===== config.mk =====
export PLATFORM = sky130hd
export DESIGN_NAME = sc_link_channel
export DESIGN_NICKNAME = d
export VERILOG_FILES = /design/src/rtl/decoder_pkg.sv /design/src/rtl/sc_link_fifo.sv /design/src/rtl/sc_link_channel.sv
export SDC_FILE = /design/constraint.sdc
export NUM_CORES = 1
export LEC_CHECK = 0
export ABC_AREA = 1
export CORE_UTILIZATION = 45
export CTS_BUF_LIST = sky130_fd_sc_hd__clkbuf_2
export CTS_CLUSTER_SIZE = 40
export DETAILED_ROUTE_END_ITERATION = 8
export HOLD_SLACK_MARGIN = 0.1
export PLACE_DENSITY = 0.59
export SLEW_MARGIN = 20
export SYNTH_ARGS = -nofsm -noshare
export SYNTH_HDL_FRONTEND = slang
export SYNTH_SLANG_ARGS = --single-unit

===== constraint.sdc =====
create_clock -name clk -period 2.9 [get_ports clk]
set_input_delay 0.29 -clock clk [delete_from_list [all_inputs] [get_ports clk]]
set_output_delay 0.29 -clock clk [all_outputs]
set_load 0.03 [all_outputs]

===== src/rtl/decoder_pkg.sv =====
// Shared decoder definitions: address/message width derivation and the union message layout
// carried between stage controllers over the link channels.
package decoder_pkg;

    function automatic int address_width(input int code_distance);
        return 3 * $clog2(code_distance);
    endfunction

    function automatic int msg_width(input int code_distance);
        return 2 * address_width(code_distance) + 2;
    endfunction

    localparam int SC_CODE_DISTANCE = 5;
    localparam int SC_ADDRESS_WIDTH = address_width(SC_CODE_DISTANCE);
    localparam int SC_MSG_WIDTH     = msg_width(SC_CODE_DISTANCE);
    localparam int STAGE_WIDTH      = 3;

    typedef struct packed {
        logic [SC_ADDRESS_WIDTH-1:0] old_root;
        logic [SC_ADDRESS_WIDTH-1:0] updated_root;
        logic [1:0]                  flags;
    } sc_msg_t;

endpackage


===== src/rtl/sc_link_fifo.sv =====
// First-word fall-through FIFO with wrap-bit pointers; the head entry is visible on rd_data
// whenever not_empty is high, and reads as zero when empty.
module sc_link_fifo #(
    parameter int WIDTH = 20,
    parameter int DEPTH = 16
) (
    input  logic             clk,
    input  logic             reset_n,
    input  logic             wr_en,
    input  logic [WIDTH-1:0] wr_data,
    input  logic             rd_en,
    output logic [WIDTH-1:0] rd_data,
    output logic             not_empty,
    output logic             full
);
    localparam int PW = $clog2(DEPTH);

    logic [PW:0]      wr_ptr_q, wr_ptr_d;
    logic [PW:0]      rd_ptr_q, rd_ptr_d;
    logic [WIDTH-1:0] mem_q [DEPTH];
    logic             empty;
    logic             pop;

    assign empty     = (wr_ptr_q == rd_ptr_q);
    assign full      = (wr_ptr_q[PW] != rd_ptr_q[PW]) && (wr_ptr_q[PW-1:0] == rd_ptr_q[PW-1:0]);
    assign not_empty = !empty;
    assign pop       = rd_en && !empty;
    assign rd_data   = empty ? '0 : mem_q[rd_ptr_q[PW-1:0]];

    always_comb begin
        wr_ptr_d = wr_ptr_q;
        rd_ptr_d = rd_ptr_q;
        if (wr_en) wr_ptr_d = wr_ptr_q + 1'b1;
        if (pop)   rd_ptr_d = rd_ptr_q + 1'b1;
    end

    always_ff @(posedge clk or negedge reset_n) begin
        if (!reset_n) begin
            wr_ptr_q <= '0;
            rd_ptr_q <= '0;
        end else begin
            wr_ptr_q <= wr_ptr_d;
            rd_ptr_q <= rd_ptr_d;
        end
    end

    // Storage is deliberately not reset; the pointers alone define what is valid.
    always_ff @(posedge clk) begin
        if (wr_en) mem_q[wr_ptr_q[PW-1:0]] <= wr_data;
    end

    // Credits upstream make this unreachable; catching it means the credit counter is broken.
    always @(posedge clk) begin
        if (reset_n) assert (!(wr_en && full));
    end

endmodule


===== src/rtl/sc_link_channel.sv =====
// Fixed-latency inter-FPGA link model: delay line into a credit-protected FWFT FIFO.
// Optional statistics ports are compiled in when SC_LINK_STATS_EN is defined.
module sc_link_channel
    import decoder_pkg::*;
#(
    parameter int CODE_DISTANCE = 5,
    parameter int MSG_WIDTH     = msg_width(CODE_DISTANCE),
    parameter int DEPTH         = 16,
    parameter int LINK_LATENCY  = 4
) (
    input  logic                   clk,
    input  logic                   reset_n,
    input  logic [MSG_WIDTH-1:0]   in_data,
    input  logic                   in_valid,
    output logic                   in_ready,
    output logic [MSG_WIDTH-1:0]   out_data,
    output logic                   out_valid,
    input  logic                   out_ready,
    output logic                   message_flying,
    output logic [$clog2(DEPTH):0] occupancy
`ifdef SC_LINK_STATS_EN
    ,
    output logic [31:0]            msg_count,
    output logic [$clog2(DEPTH):0] peak_occupancy,
    output logic [31:0]            stall_cycles
`endif
);
    localparam int OW = $clog2(DEPTH) + 1;
    localparam logic [OW-1:0] CREDITS = OW'(DEPTH);

    logic [OW-1:0]        occupancy_q, occupancy_d;
    logic                 accept;
    logic                 pop;
    logic                 fifo_wr_en;
    logic [MSG_WIDTH-1:0] fifo_wr_data;
    logic                 fifo_not_empty;
    logic                 fifo_full;

    // in_ready is gated by reset_n so it reads 0 while reset is held.
    assign in_ready       = reset_n && (occupancy_q < CREDITS);
    assign accept         = in_valid && in_ready;
    assign pop            = fifo_not_empty && out_ready;
    assign out_valid      = fifo_not_empty;
    assign occupancy      = occupancy_q;
    assign message_flying = (occupancy_q != '0);

    for (genvar gi = 0; gi < LINK_LATENCY; gi++) begin : g_stage
        logic                 valid_q, valid_d;
        logic [MSG_WIDTH-1:0] data_q, data_d;

        if (gi == 0) begin : g_first
            always_comb begin
                valid_d = accept;
                data_d  = in_data;
            end
        end else begin : g_next
            always_comb begin
                valid_d = g_stage[gi-1].valid_q;
                data_d  = g_stage[gi-1].data_q;
            end
        end

        always_ff @(posedge clk or negedge reset_n) begin
            if (!reset_n) begin
                valid_q <= 1'b0;
                data_q  <= '0;
            end else begin
                valid_q <= valid_d;
                data_q  <= data_d;
            end
        end
    end

    assign fifo_wr_en   = g_stage[LINK_LATENCY-1].valid_q;
    assign fifo_wr_data = g_stage[LINK_LATENCY-1].data_q;

    sc_link_fifo #(
        .WIDTH (MSG_WIDTH),
        .DEPTH (DEPTH)
    ) u_fifo (
        .clk       (clk),
        .reset_n   (reset_n),
        .wr_en     (fifo_wr_en),
        .wr_data   (fifo_wr_data),
        .rd_en     (pop),
        .rd_data   (out_data),
        .not_empty (fifo_not_empty),
        .full      (fifo_full)
    );

    always_comb begin
        occupancy_d = occupancy_q;
        if (accept && !pop)      occupancy_d = occupancy_q + 1'b1;
        else if (!accept && pop) occupancy_d = occupancy_q - 1'b1;
    end

    always_ff @(posedge clk or negedge reset_n) begin
        if (!reset_n) occupancy_q <= '0;
        else          occupancy_q <= occupancy_d;
    end

`ifdef SC_LINK_STATS_EN
    logic [31:0]   msg_count_q, msg_count_d;
    logic [OW-1:0] peak_q, peak_d;
    logic [31:0]   stall_q, stall_d;

    always_comb begin
        msg_count_d = msg_count_q;
        peak_d      = peak_q;
        stall_d     = stall_q;
        if (pop && (msg_count_q != '1))                msg_count_d = msg_count_q + 1'b1;
        if (occupancy_d > peak_q)                      peak_d      = occupancy_d;
        if (in_valid && !in_ready && (stall_q != '1))  stall_d     = stall_q + 1'b1;
    end

    always_ff @(posedge clk or negedge reset_n) begin
        if (!reset_n) begin
            msg_count_q <= '0;
            peak_q      <= '0;
            stall_q     <= '0;
        end else begin
            msg_count_q <= msg_count_d;
            peak_q      <= peak_d;
            stall_q     <= stall_d;
        end
    end

    assign msg_count      = msg_count_q;
    assign peak_occupancy = peak_q;
    assign stall_cycles   = stall_q;
`endif

endmodule


==> flow_summary.json <==
{
  "status": "finished, violations left",
  "violations": "negative setup slack",
  "tightest_slew_ns": 0.9419,
  "io_buffers": 51,
  "fmax_mhz": 331.4,
  "start_util_pct": 45.85,
  "drtIter0Drc": 916,
  "clock_sinks": 419,
  "synth-seq-cells": 419,
  "slowest_delay_ns": 0.53,
  "path_cells": "buf_8, buf_12, clkbuf_16, nand2_4, nand3_2, nand2_2, nand2_1, nand2_1, inv_2, a21oi_4, buf_12",
  "drv_slew": 0,
  "crit_path_end_kind": "output port",
  "power_leakage_nw": 9.188,
  "core_mm2": 0.03679,
  "worstHoldEndpoint": "fifo_wr_data[19]",
  "grt_pass1_wl_um": 64890,
  "cts_tree": "done",
  "skew_ns": 0.1401,
  "postLayoutSetupSlackWorst_ns": -0.1175,
  "dieWidth_um": 195.6,
  "crit_required_ns": 2.61,
  "worstHoldStart": "g_stage[2].data_q[19]",
  "ys_seq_area_share_pct": 71.67,
  "timing.rr.end": "occupancy[4]",
  "fin_tns_setup_ns": -1.037,
  "r2r_cells": 15,
  "drc": 0,
  "gp_congestion": 0.8071,
  "num_vias": 11400,
  "drive_above_1_share_pct": 20.76,
  "hold_class": "reg -> reg",
  "numCtsBuffers": 104,
  "cts_buffer_depth": 3,
  "ctsRootBufferMaster": "clkbuf_2",
  "h-tree-depth": 3,
  "grt_pass1_vias": 11140,
  "wl_per_cell_um": 18.92,
  "crit_type": "reg -> out",
  "postPlaceCellArea_mm2": 0.01821,
  "synth_area_per_cell_um2": 10.92,
  "r2r-start": "u_fifo.rd_ptr_q[2]",
  "wirelength_um": 43360,
  "rsz0062_at_grt": "true",
  "ios": 52,
  "clk_latency_ns": 1.06,
  "post-dp-hpwl_um": 20830,
  "final-hold-violation-count": 0,
  "drv_cap": 0,
  "syn2layout_area_growth_pct": 22.46,
  "setup_viol": 19,
  "die_height_um": 195.6,
  "rows": 70,
  "max_slew_margin_pct": 37.21,
  "power-per-cell-area_mw_per_mm2": 999.7,
  "fin_crit_sh_pct": 104.1,
  "rrSetupSlack_ns": 0.38,
  "crit_path_max_fanout": 6,
  "arrival_ns": 2.73,
  "syn-num-nets": 1579,
  "finalInstanceArea_mm2": 0.02065,
  "synth_cell_types": 25,
  "grt_max_degree": 75,
  "synth_top_cell_by_area": "edfxtp_1",
  "grt_usage_pct": 23.05,
  "fin_nets": 1773,
  "synth_top_cell_area_share_pct": 56.98,
  "via_per_inst": 4.976,
  "die_area_mm2": 0.03826,
  "synth_cells": 1545,
  "worst_path_max_delay_cell": "dfrtp_4",
  "clkTransAtPathRegs_ns": 0.11,
  "finalCriticalPeriod_ns": 3.018,
  "yosys_warnings": 0,
  "cp-start-kind": "register",
  "drtAntennaViolNets": 0,
  "drtPass1Iterations": 5,
  "synthesis.area_mm2": 0.01686,
  "worst_hold_path.num_cells": 0,
  "synthTopCellsByArea": "edfxtp_1 (57%), dfrtp_1 (15%), nand2_1 (13%), inv_1 (5.1%), nand3_1 (5.0%)",
  "ir_drop_mv": 0.6268,
  "antenna_found_initial": 1,
  "grt_overflow": 0
}
==> state kept, by name, indices dropped and copies added, names as in the netlist <==
signal,cells
g_stage.valid_q,3
fifo_wr_data,20
fifo_wr_en,1
occupancy,5
g_stage.data_q,60
u_fifo.rd_ptr_q,5
u_fifo.mem_q,320
u_fifo.wr_ptr_q,5
==> cell families (layout without fill, tap and decap cells) <==
group,Yosys count,after routing,share of synthesized area [%]
fa+ha+maj,10,10,0.7864
flops,419,419,71.67
simple gates,778,778,18.75
other cells,0,2,0
xor+xnor,13,13,0.6751
buf+inv,302,578,7.434
compound gates,23,23,0.6900
==> cells in the final DEF (no fill, tap or decap), types with 4 or more instances in the layout <==
cell type and n:
buf_6 20, edfxtp_1 320, nand2_1 560, clkdlybuf4s50_1 29
inv_2 13, buf_12 24, a21oi_2 9, ha_1 9
buf_4 30, buf_16 14, a21oi_4 11, xor2_1 8
inv_1 223, nand2_2 21, nand3_1 140, xnor2_1 4
nor2_1 4, nand3_2 30, nor2_2 17, clkbuf_16 6
dfrtp_1 97, clkinv_1 19, dlygate4sd3_1 24, clkbuf_2 159
==> final cells by class <==
| type | instances | area, um2 |
|---|---|---|
| antenna | 2 | 5.005 |
| clock buffer | 159 | 795.8 |
| clock inverter | 29 | 178.9 |
| fill | 3070 | 16130 |
| inverter | 236 | 918.4 |
| multi-input combinational | 824 | 3953 |
| sequential | 419 | 12090 |
| tap | 468 | 585.6 |
| timing repair buffer | 151 | 2092 |
| timing repair inverter | 3 | 33.78 |
==> synth_stat cells <==
cell type    n
nand2_1    582
edfxtp_1   320
inv_1      231
nand3_1    170
dfrtp_1     99
buf_2       27
a21oi_1     21
clkbuf_1    21
nor2_1      21
ha_1         9
buf_4        8
xor2_1       8
buf_6        6
inv_2        5
xnor2_1      5
buf_1        3
buf_8        1
fa_1         1
nand2_2      1
nand4_1      1
nand4_4      1
nor2_2       1
nor3b_1      1
o21ai_0      1
o22ai_1      1
==> worst max-delay path: cells and delay by family (launching register included) <==
family / cells / cell delay [ns]
AO/OA/AOI/OAI: 1 / 0.22
buffers and inverters: 5 / 0.69
flip-flops: 1 / 0.53
AND/OR/NAND/NOR: 5 / 0.34
==> worst max-delay path by stage <==
stage	startpoint	end	cells past startpoint	slack [ns]
after floorplan	u_fifo.rd_ptr_q[0]	occupancy[4]	13	0.47
after global placement	u_fifo.rd_ptr_q[0]	occupancy[4]	12	0.52
after detailed placement	u_fifo.rd_ptr_q[0]	occupancy[4]	12	0.47
after CTS	u_fifo.rd_ptr_q[2]	out_data[6]	9	-0.18
after global routing	u_fifo.rd_ptr_q[0]	out_data[16]	11	-0.26
final	u_fifo.rd_ptr_q[0]	out_data[16]	11	-0.12
==> report_power, final <==
| part | internal (mW) | switching [mW] |
|---|---|---|
| Sequential | 6.80 | 0.271 |
| Combinational | 3.98 | 5.63 |
| Clock | 1.64 | 2.33 |
==> routing by layer <==
metal / track usage (%) / wire length [um] / vias up
met2: 36.94 / 20340 / 436
met5: 0 / 0 / -
li1: - / - / 5409
met3: 4.456 / 3346 / 68
met4: 9.303 / 938 / 0
met1: 31.02 / 18730 / 5486
==> through the flow <==
step	utilization, %	power, mW	setup WS, ns	cells	hold slack, ns
floorplan	-	11.50	0.4703	1545	-0.005591
global route	56.14	21.76	-0.2630	2290	0.1781
global placement	49.51	14.32	0.5179	2041	0.3319
finish	56.15	20.65	-0.1175	2291	0.2682
detailed placement	49.51	14.37	0.4741	2041	0.3347
CTS	55.03	20.12	-0.1781	2281	0.1667
==> timing repair <==
| item | in CTS | in global routing |
|---|---|---|
| hold buffers | 24 | 0 |
| endpoints found under the setup margin | 20 | 20 |
| cloned | 16 | 8 |
| buffers inserted | 12 | 1 |
| pin swaps | 17 | 56 |
| hold endpoints to repair | 129 | 0 |
| gates resized for setup | 82 | 68 |
Power figures use the tool's default switching activity.
